--- config.mk ---
export PLATFORM = sky130hd
export DESIGN_NAME = jtframe_ram_arb
export DESIGN_NICKNAME = d
export VERILOG_FILES = /design/src/rtl/jtframe_ram_arb.sv
export SDC_FILE = /design/constraint.sdc
export NUM_CORES = 1
export LEC_CHECK = 0
export CELL_PAD_IN_SITES_DETAIL_PLACEMENT = 1
export CELL_PAD_IN_SITES_GLOBAL_PLACEMENT = 1
export CORE_UTILIZATION = 32
export DETAILED_ROUTE_END_ITERATION = 8
export GPL_TIMING_DRIVEN = 0
export PLACE_DENSITY = 0.95
export SLEW_MARGIN = 20
export SYNTH_ARGS = -nofsm -noshare
export SYNTH_HDL_FRONTEND = slang
export SYNTH_SLANG_ARGS = --single-unit
--- constraint.sdc ---
create_clock -name clk -period 3.02 [get_ports clk]
set_clock_uncertainty 0.15 [all_clocks]
set_input_delay 0.906 -clock clk [delete_from_list [all_inputs] [get_ports clk]]
set_output_delay 0.906 -clock clk [all_outputs]
set_load 0.02 [all_outputs]
--- src/rtl/jtframe_ram_arb.sv ---
// Round-robin arbiter sharing one SDRAM bank port between NREQ requesters.
// A granted requester owns the bank until its transfer completes or the
// watchdog expires; read data returns on the shared rq_dout bus.
module jtframe_ram_arb #(
    parameter int unsigned SDRAMW = 22,
    parameter int unsigned DW     = 16,
    parameter int unsigned NREQ   = 4,
    parameter int unsigned TOUT   = 255
) (
    input  logic                   clk,
    input  logic                   rst_n,
    input  logic [NREQ-1:0]        rq_req,
    input  logic [NREQ-1:0]        rq_rnw,
    input  logic [NREQ*SDRAMW-1:0] rq_addr,
    input  logic [NREQ*DW-1:0]     rq_din,
    output logic [NREQ-1:0]        rq_dok,
    output logic [31:0]            rq_dout,
    output logic [NREQ-1:0]        rq_err,
    output logic                   ba_req,
    output logic                   ba_rnw,
    output logic [SDRAMW-1:0]      ba_addr,
    output logic [DW-1:0]          ba_din,
    input  logic                   ba_ack,
    input  logic                   ba_dok,
    input  logic [31:0]            ba_dout,
    output logic                   busy
);

    localparam int unsigned GW = (NREQ > 1) ? $clog2(NREQ) : 1;
    localparam int unsigned CW = 10;

    typedef enum logic [1:0] {
        IDLE  = 2'd0,
        ISSUE = 2'd1,
        WAIT  = 2'd2,
        DONE  = 2'd3
    } state_t;

    state_t            st, st_nxt;
    logic [GW-1:0]     gnt, gnt_nxt;
    logic [GW-1:0]     ptr, ptr_nxt;
    logic [CW-1:0]     cnt, cnt_nxt;
    logic              tmo, tmo_nxt;
    logic [NREQ-1:0]   rq_dok_nxt, rq_err_nxt;
    logic [31:0]       rq_dout_nxt;
    logic              ba_req_nxt, ba_rnw_nxt, busy_nxt;
    logic [SDRAMW-1:0] ba_addr_nxt;
    logic [DW-1:0]     ba_din_nxt;

    logic [GW-1:0]     cand, win;
    logic              found;
    logic [CW-1:0]     cnt_inc;
    logic              expired;

    // Rotating search: first pending request at or after ptr
    always_comb begin
        found = 1'b0;
        win   = '0;
        cand  = '0;
        for (int unsigned k = 0; k < NREQ; k++) begin
            cand = GW'((32'(ptr) + k) % NREQ);
            if (!found && rq_req[cand]) begin
                found = 1'b1;
                win   = cand;
            end
        end
    end

    assign cnt_inc = cnt + CW'(1);
    assign expired = (cnt_inc >= CW'(TOUT));

    // State register and registered outputs
    always_ff @(posedge clk) begin
        if (!rst_n) begin
            st      <= IDLE;
            gnt     <= '0;
            ptr     <= '0;
            cnt     <= '0;
            tmo     <= 1'b0;
            rq_dok  <= '0;
            rq_err  <= '0;
            rq_dout <= '0;
            ba_req  <= 1'b0;
            ba_rnw  <= 1'b0;
            ba_addr <= '0;
            ba_din  <= '0;
            busy    <= 1'b0;
        end else begin
            st      <= st_nxt;
            gnt     <= gnt_nxt;
            ptr     <= ptr_nxt;
            cnt     <= cnt_nxt;
            tmo     <= tmo_nxt;
            rq_dok  <= rq_dok_nxt;
            rq_err  <= rq_err_nxt;
            rq_dout <= rq_dout_nxt;
            ba_req  <= ba_req_nxt;
            ba_rnw  <= ba_rnw_nxt;
            ba_addr <= ba_addr_nxt;
            ba_din  <= ba_din_nxt;
            busy    <= busy_nxt;
        end
    end

    // Next-state and next-output logic
    always_comb begin
        st_nxt      = st;
        gnt_nxt     = gnt;
        ptr_nxt     = ptr;
        cnt_nxt     = cnt;
        tmo_nxt     = tmo;
        rq_dok_nxt  = '0;
        rq_err_nxt  = '0;
        rq_dout_nxt = rq_dout;
        ba_req_nxt  = ba_req;
        ba_rnw_nxt  = ba_rnw;
        ba_addr_nxt = ba_addr;
        ba_din_nxt  = ba_din;

        case (st)
            IDLE: begin
                if (found) begin
                    gnt_nxt     = win;
                    ba_req_nxt  = 1'b1;
                    ba_rnw_nxt  = rq_rnw[win];
                    ba_addr_nxt = rq_addr[win*SDRAMW +: SDRAMW];
                    ba_din_nxt  = rq_din[win*DW +: DW];
                    cnt_nxt     = '0;
                    tmo_nxt     = 1'b0;
                    st_nxt      = ISSUE;
                end
            end
            ISSUE: begin
                cnt_nxt = cnt_inc;
                // completion beats the watchdog; the watchdog beats a bare ack
                if (ba_ack && ba_dok) begin
                    ba_req_nxt = 1'b0;
                    if (ba_rnw) rq_dout_nxt = ba_dout;
                    st_nxt = DONE;
                end else if (expired) begin
                    ba_req_nxt = 1'b0;
                    tmo_nxt    = 1'b1;
                    st_nxt     = DONE;
                end else if (ba_ack) begin
                    ba_req_nxt = 1'b0;
                    st_nxt     = WAIT;
                end
            end
            WAIT: begin
                cnt_nxt = cnt_inc;
                if (ba_dok) begin
                    if (ba_rnw) rq_dout_nxt = ba_dout;
                    st_nxt = DONE;
                end else if (expired) begin
                    tmo_nxt = 1'b1;
                    st_nxt  = DONE;
                end
            end
            DONE: begin
                rq_dok_nxt[gnt] = 1'b1;
                rq_err_nxt[gnt] = tmo;
                ptr_nxt = (gnt == GW'(NREQ - 1)) ? '0 : gnt + GW'(1);
                st_nxt  = IDLE;
            end
            default: st_nxt = IDLE;
        endcase

        busy_nxt = (st_nxt != IDLE);
    end

endmodule

-- Word level (Yosys, flattened, before mapping)
Index checks and enable logic that the tools add are counted.
- bits in registers: 98
- output and inout port bits: 81
- add/subtract/negate cells: 5
- $mul: 1
- magnitude comparators: 8
- eq/ne operators: 10
- shift-type cells: 2
- muxes and demuxes: 44
- bitwise logic cells: 1
- reduce and logical (&&, ||, !) cells: 21
- operator list (cell ; number):
    $mux 32 ; 3
    $shiftx 88x8->22 ; 1
    $pmux 32 s2 ; 1
    $shiftx 64x7->16 ; 1
    $mux 2 ; 11
    $pmux 10 s2 ; 1
    $lt 2x3->1 const B ; 6
    $mux 1 ; 18
    $add 10x1->10 const B ; 1
    $bmux 1 s2 ; 5
    $ge 10x8->1 const B ; 1
    $mux 10 ; 1
    $ne 2x2->1 const B ; 5
    $pmux 2 s4 ; 1
    $reduce_bool 2->1 ; 4
    $eq 2x2->1 const B ; 3
    $mul 2x4->6 const B ; 1
    $reduce_and 2->1 ; 3
    $reduce_and 3->1 ; 2
    $logic_and 1x1->1 ; 5
    $add 2x1->2 const B ; 2
    $add 2x2->2 const B ; 2
    $and 4x4->4 ; 1
    $ne 4x4->1 const B ; 1
    other kinds (10) ; 12

-- Logic depth before layout (Yosys ltp)
Gate-level depths: netlist of the first run.
- word-level depth: 15
- depth in mapped cells: 10
- depth with buffers taken out: 7

-- Worst setup path before layout of the first run
No wires, ideal clock.
- path kind: input-to-reg
- from: in rq_req[1]
- to: reg ba_addr[20]
- data arrival time: 2.132 ns
- required time: 2.784 ns
- slack: 0.652 ns
- stages: 7
- buffers on the path: 2
- path through: nor4_2 > nor2_1 > nor2_4 > buf_4 > buf_2 > nand2_1 > a221oi_2
- word-level cells in the longest chain between the ends: 14
- elaborated cells on any way between the ends: 25
- those cells by class: mul (1); shift (1); mux (16); reduce/logical (7)
- ends and longest elaborated chain (item ; line ; text):
    start: declaration ; 12 ; input logic [NREQ-1:0] rq_req,
    $bmux 1 s2 ; 62 ; if (!found && rq_req[cand]) begin
    $mux 1 (not written as such) ; 62 ;
    $mux 1 ; 62 ;
    $logic_not 1->1 ; 62 ;
    $logic_and 1x1->1 ; 62 ;
    $mux 1 ; 62 ;
    $logic_not 1->1 ; 62 ;
    $logic_and 1x1->1 ; 62 ;
    $mux 1 ; 62 ;
    $logic_not 1->1 ; 62 ;
    $logic_and 1x1->1 ; 62 ;
    $mux 2 ; 62 ;
    $mul 2x4->6 ; 126 ; ba_addr_nxt = rq_addr[win*SDRAMW +: SDRAMW];
    $shiftx 88x8->22 ; 126 ;
    end signal: assignment ; 99 ; ba_addr <= ba_addr_nxt;
    end: declaration ; 21 ; output logic [SDRAMW-1:0] ba_addr,
Parallel ways exist; a longest one is shown, timed or not. The select of a mux whose other input is x is not followed.
A chain may end at the register's enable or synchronous reset.

-- Worst setup path in the final report of the first run
- from: in rq_req[2]
- to: reg ba_addr[20]
The elaborated chain is that of the path after synthesis.

==> metrics.cfg, run 1 <==
[run_status]
status = complete, no violations

[yosys]
synthTopCellsByArea = dfxtp_1 (34%), mux2i_1 (8.8%), a221oi_2 (7.6%), a21oi_1 (7.5%), nand2_1 (7.4%)
syn_area_um2 = 5710
synth_nets = 861
ys_warn_count = 0
async_flop_share_pct = 0
yosysTopAreaCell = dfxtp_1
synth_cell_types = 53
yosysMostFrequentCell = nand2_1
synth_top_area_share_pct = 34.4
synth-seq-cells = 98
netlist_instances = 655
synth_common_cells = nand2_1 (113), dfxtp_1 (98), a21oi_1 (85)
ys.flop_type = dfxtp_1
synth_edf_count = 0
ys_seq_area_share_pct = 34.4
syn_avg_cell_area_um2 = 8.72

[critical_path]
startpoint_type = primary input
critPathArrivalTime_ps = 2970
cp_max_fo = 10
critPathRequiredTime_ps = 3100
setup.worst_path.end_class = flop
crit_type = in -> reg

[floorplan]
io_pins = 277
fp.dieArea_um2 = 18400
core_area_um2 = 17400
die_w_um = 136
num_rows = 48
initial_core_util_pct = 32.9
die_y_um = 136

[finish]
drive_above_1_share_pct = 11.7
layout.cells.non_filler = 1172
fillers = 2024
nNetsFinal = 1148
final_util_pct = 52.3
syn2layout_area_growth_pct = 59.0
n_antenna_cell = 0

[global_route]
grt_use_total_pct = 24.4
grt_antenna_before_repair = 0
grt-ovfl-total = 0
grt_pass1_vias = 6704
grt_max_degree = 20
grt_pass1_wl_mm = 34.9

[route]
num_vias = 6298
first_pass_iters = 4
avgViaCountPerCell = 5.37
first_iter_violations = 253
drtAntennaViolNets = 0
wirelength_mm = 22.5
wl_per_cell_um = 19.2
drc_errors = 0

[pwr]
power_density_nw_per_um2 = 404
irDropWorstVdd_v = 0.000260
p_seq_share_pct = 39.2
clkPwrFrac_pct = 31.6
internal-power_mw = 2.50
switching_share_pct = 31.8
pwr-share-comb_pct = 29.2
netSwitchingPower_mw = 1.17
power_mw = 3.66
leakage_nw = 3.15

[clock_network]
clock-sinks = 98
cts_hold_buf = 0
root_buffer = clkbuf_16
cts_buffer_depth = 2
clk_latency_ps = 350
path_clk_slew_ps = 80
numCtsBuffers = 9
cts_tree = built
h-tree-depth = 3

[sta]
hold_viol = 0
fin_ws_ps = 123
slew_viol_final = 0
period_share_pct = 95.9
setup_viol_count_final = 0
fmax_mhz = 345
hold_ws_ps = 308
relSlewSlack_pct = 57.1
period_needed_ps = 2900
worst_pin_slew_ps = 642

[placed_design]
io_buffers = 276
place.gp.congestion = 0.830
hpwl_mm = 17.6
placed_cells = 1156
dp_slack_ps = -376

[job]
maxCapViolCount = 0

[hold_path]
min-delay-path-class = reg -> reg

==> worst max-delay path, cell delays in order <==
cell and delay [ps]:
clkdlybuf4s50_1 600, nand2b_1 120, a21oi_2 380, clkbuf_1 410, nor4b_1 120, a211oi_2 300, a221oi_2 120
==> worst paths after layout <==
check                endpoint  slack (ps)  cells after the start        from
hold reg to reg    rq_dout[6]         310                      2  rq_dout[6]
hold / removal     rq_dout[6]         310                      2  rq_dout[6]
setup / recovery  ba_addr[20]         120                      7   rq_req[2]
setup reg to reg   ba_din[13]         570                      8       st[0]
==> what timing repair did <==
action                                  4_1_cts  5_1_grt
setup buffers                                 0        0
endpoints found under the setup margin       11       39
endpoints found under the hold margin         0        0
resized for setup                             1       17
pin swaps                                     0        0
cloned                                        0        0
==> state kept, by name, summed over array words and instances, names as in the netlist <==
signal,flops
tmo,1
ba_rnw,1
rq_dout,32
gnt,2
rq_dok,4
ba_din,16
cnt,10
ba_addr,22
rq_err,4
st,2
ba_req,1
ptr,2
busy,1
==> through the flow <==
step / area, um^2 / TNS [ps]
floorplan: 5710 / 0
global placement: 8750 / -10940
detailed placement: 8750 / -12630
CTS: 9040 / 0
global route: 9070 / -2.88
finish: 9070 / 0
==> layout by cell type (no fill, tap or decap), types with 8 or more instances in the layout <==
master,synthesis,final
clkbuf_2,0,8
nand2_1,113,113
dfxtp_1,98,98
a21oi_1,85,85
clkbuf_1,36,30
mux2i_1,50,50
o21ai_0,37,37
nor4b_1,30,30
clkdlybuf4s50_1,0,276
a211oi_2,29,29
buf_2,9,8
inv_1,10,10
clkbuf_16,0,9
nor2_1,23,21
a221oi_2,29,29
o221ai_1,10,10
ha_1,10,10
==> area by class of cell <==
type	count	area [um^2]	share of cell area, %
multi-input combinational	488	3440	37.9
sequential	98	1960	21.6
inverter	11	41.3	0.455
clock buffer	9	225	2.48
clock inverter	7	65.1	0.717
buffer	58	302	3.32
tap	225	282	3.10
timing repair buffer	276	2760	30.4
==> kinds of logic after synthesis <==
family / Yosys count / synth area share [%]
xor gates and xnor gates: 1 / 0.153
buffers and inverters: 69 / 5.79
and+or+nand+nor: 209 / 18.6
DFF: 98 / 34.4
adders and majority gates: 10 / 2.19
AOI/OAI and AO/OA: 217 / 29.8
muxes: 51 / 9.16
==> metal layers <==
metal	track usage, %	vias up	wire length (um)
met5	0	-	0
met4	8.93	0	533
met3	5.61	27	1410
met2	45.3	216	11600
met1	26.8	3057	8900
li1	-	2998	-
==> power by group through the flow <==
| stage | combinational [mW] | sequential, mW | clock, mW |
|---|---|---|---|
| 3_3_place_gp | 1.04 | 1.46 | 0 |
| 3_5_place_dp | 1.06 | 1.46 | 0 |
| 6_report | 1.07 | 1.44 | 1.16 |
| 5_1_grt | 1.14 | 1.45 | 1.24 |
| 4_1_cts | 1.07 | 1.44 | 1.18 |
| 2_1_floorplan | 0.437 | 1.53 | 0 |
Note: power is estimated with default switching activity, not from simulation.
==> run 2: changes to the inputs <==
Settings changed: GPL_TIMING_DRIVEN 0 to not set.
==> run 2 against run 1 <==
Net effect: register-to-register slack gained 110 ps; sequential cell count is the same; total power grew 0.62%; largest cell class unchanged.
==> metrics.cfg, run 2 (synthesis results as in run 1) <==
[run_status]
status = complete, no violations

[finish]
syn2layout_area_growth_pct = 61.0
final_common_cell = clkdlybuf4s50_1
drive_above_1_share_pct = 13.6
final_cell_mix = clkdlybuf4s50_1 (276), nand2_1 (113), dfxtp_1 (98)
seqCellArea_um2 = 1960
fillers = 1998
multiInputGateArea_um2 = 3450
largest_register_ffs = 32
nNetsFinal = 1129
top_regs = rq_dout x32, ba_addr x22, ba_din x16
regMostFlops = rq_dout
layout.cells.non_filler = 1154

[route]
drtAntennaViolNets = 0
wl_per_cell_um = 18.8
drc_errors = 0
first_iter_violations = 251
first_pass_iters = 5
num_vias = 6222
avgViaCountPerCell = 5.39
wirelength_mm = 21.7

[critical_path]
critPathArrivalTime_ps = 2860
critPathMostFrequentCell = buf_4
r2r_cells = 7
startpoint_type = primary input
crit_type = in -> reg
timing.rr.end = ba_din[12]
r2r_start = st[0]
cp_max_fo = 9
setup.worst_path.end_class = flop
critPathRequiredTime_ps = 3120
rrSetupSlack_ps = 680
path_cells = clkdlybuf4s50_1 > buf_4 > nor4_2 > buf_4 > nor2_4 > buf_4 > nand3_1 > o221ai_1
cp_slowest_cell = clkdlybuf4s50_1
cpPeakStageDelay_ps = 560

[sta]
slew_viol_final = 0
fmax_mhz = 362
setup_viol_count_final = 0
hold_ws_ps = 306
fin_ws_ps = 256
relSlewSlack_pct = 63.7
worst_pin_slew_ps = 545
period_needed_ps = 2760
rsz0062_at_grt = no
hold_viol = 0
period_share_pct = 91.5

[hold_path]
min-delay-path-class = reg -> reg
min-delay-start = rq_dout[3]
hold_depth = 2
hold_end = rq_dout[3]

[placed_design]
place.gp.congestion = 0.819
io_buffers = 276
dp_slack_ps = -98.6
placed_cells = 1137
hpwl_mm = 16.7

[pwr]
irDropWorstVdd_v = 0.000268
leakage_nw = 3.22
power_density_nw_per_um2 = 401

[clock_network]
clock-sinks = 98
cts_hold_buf = 0
cts_buffer_depth = 2
cts_tree = built
path_clk_slew_ps = 70
postCtsResizedCells = 0
numCtsBuffers = 9
h-tree-depth = 3
clk_latency_ps = 360
postCtsSetupRepairBufs = 0
root_buffer = clkbuf_16

[floorplan]
core_area_um2 = 17400
initial_core_util_pct = 32.9
num_rows = 48
die_y_um = 136
io_pins = 277
fp.dieArea_um2 = 18400
die_w_um = 136

[global_route]
grt_antenna_before_repair = 1
grt_max_degree = 48
grt_pass1_vias = 6318
grt-ovfl-total = 0
grt_use_total_pct = 23.2
grt_pass1_wl_mm = 33.1

[job]
maxCapViolCount = 0

run 2: cell types whose count changed in the layout (fill, tap and decap cells not counted), sizes merged:
cell    change
clkinv      -1
clkbuf     -39
diode       +1
inv         +1
buf        +20
run 2: power breakdown:
part	total (mW)	switching, mW	internal, mW
Clock	1.15	0.569	0.583
Sequential	1.44	0.0730	1.37
Combinational	1.10	0.514	0.582
run 2: metrics by stage:
stage	util (%)	TNS (ps)	cell area (um^2)	power [mW]
final	53.0	0	9190	3.69
after global routing	53.0	0	9190	3.86
after CTS	52.9	0	9190	3.73
after detailed placement	51.3	-958	8900	2.56
after global placement	51.3	0	8900	2.53
after floorplan	-	0	5710	1.97
run 2: layout make-up:
type	count	area share [%]
inverters	11	0.449
well taps	225	3.06
flip-flops and latches	98	21.3
diodes	1	0.0272
clock buffers	9	2.45
multi-input cells	488	37.5
clock inverters	7	0.708
repair buffers	315	34.5
run 2: worst max-delay path by stage:
| stage | cells after the start | slack [ps] | from | to |
|---|---|---|---|---|
| final | 8 | 260 | rq_req[3] | ba_din[12] |
| after global routing | 8 | 160 | rq_req[3] | ba_din[7] |
| after CTS | 7 | 270 | rq_req[0] | ba_din[12] |
| after detailed placement | 7 | -100 | rq_req[0] | ba_din[12] |
| after global placement | 9 | 30 | rq_req[2] | ba_addr[5] |
| after floorplan | 7 | 650 | rq_req[1] | ba_addr[20] |
run 2: critical path: cells and delay by family:
| family | cells | cell delay (ps) |
|---|---|---|
| AOI/OAI and AO/OA | 1 | 370 |
| and+or+nand+nor | 3 | 510 |
| buffers and inverters | 4 | 1070 |
run 2: per-layer routing:
metal | share of wire, % | vias to the layer above | track usage [%]
met5 | 0 | - | 0
li1 | - | 2958 | -
met3 | 7.3 | 40 | 6.55
met1 | 40 | 2973 | 25.5
met2 | 50 | 251 | 41.2
met4 | 2.8 | 0 | 10.4
==> run 3: changes to the inputs <==
Settings changed: CAP_MARGIN set to 0, HOLD_SLACK_MARGIN set to 0.05.
==> results of run 3 <==
Final layout, timing and power as in run 2 (identical DEF).
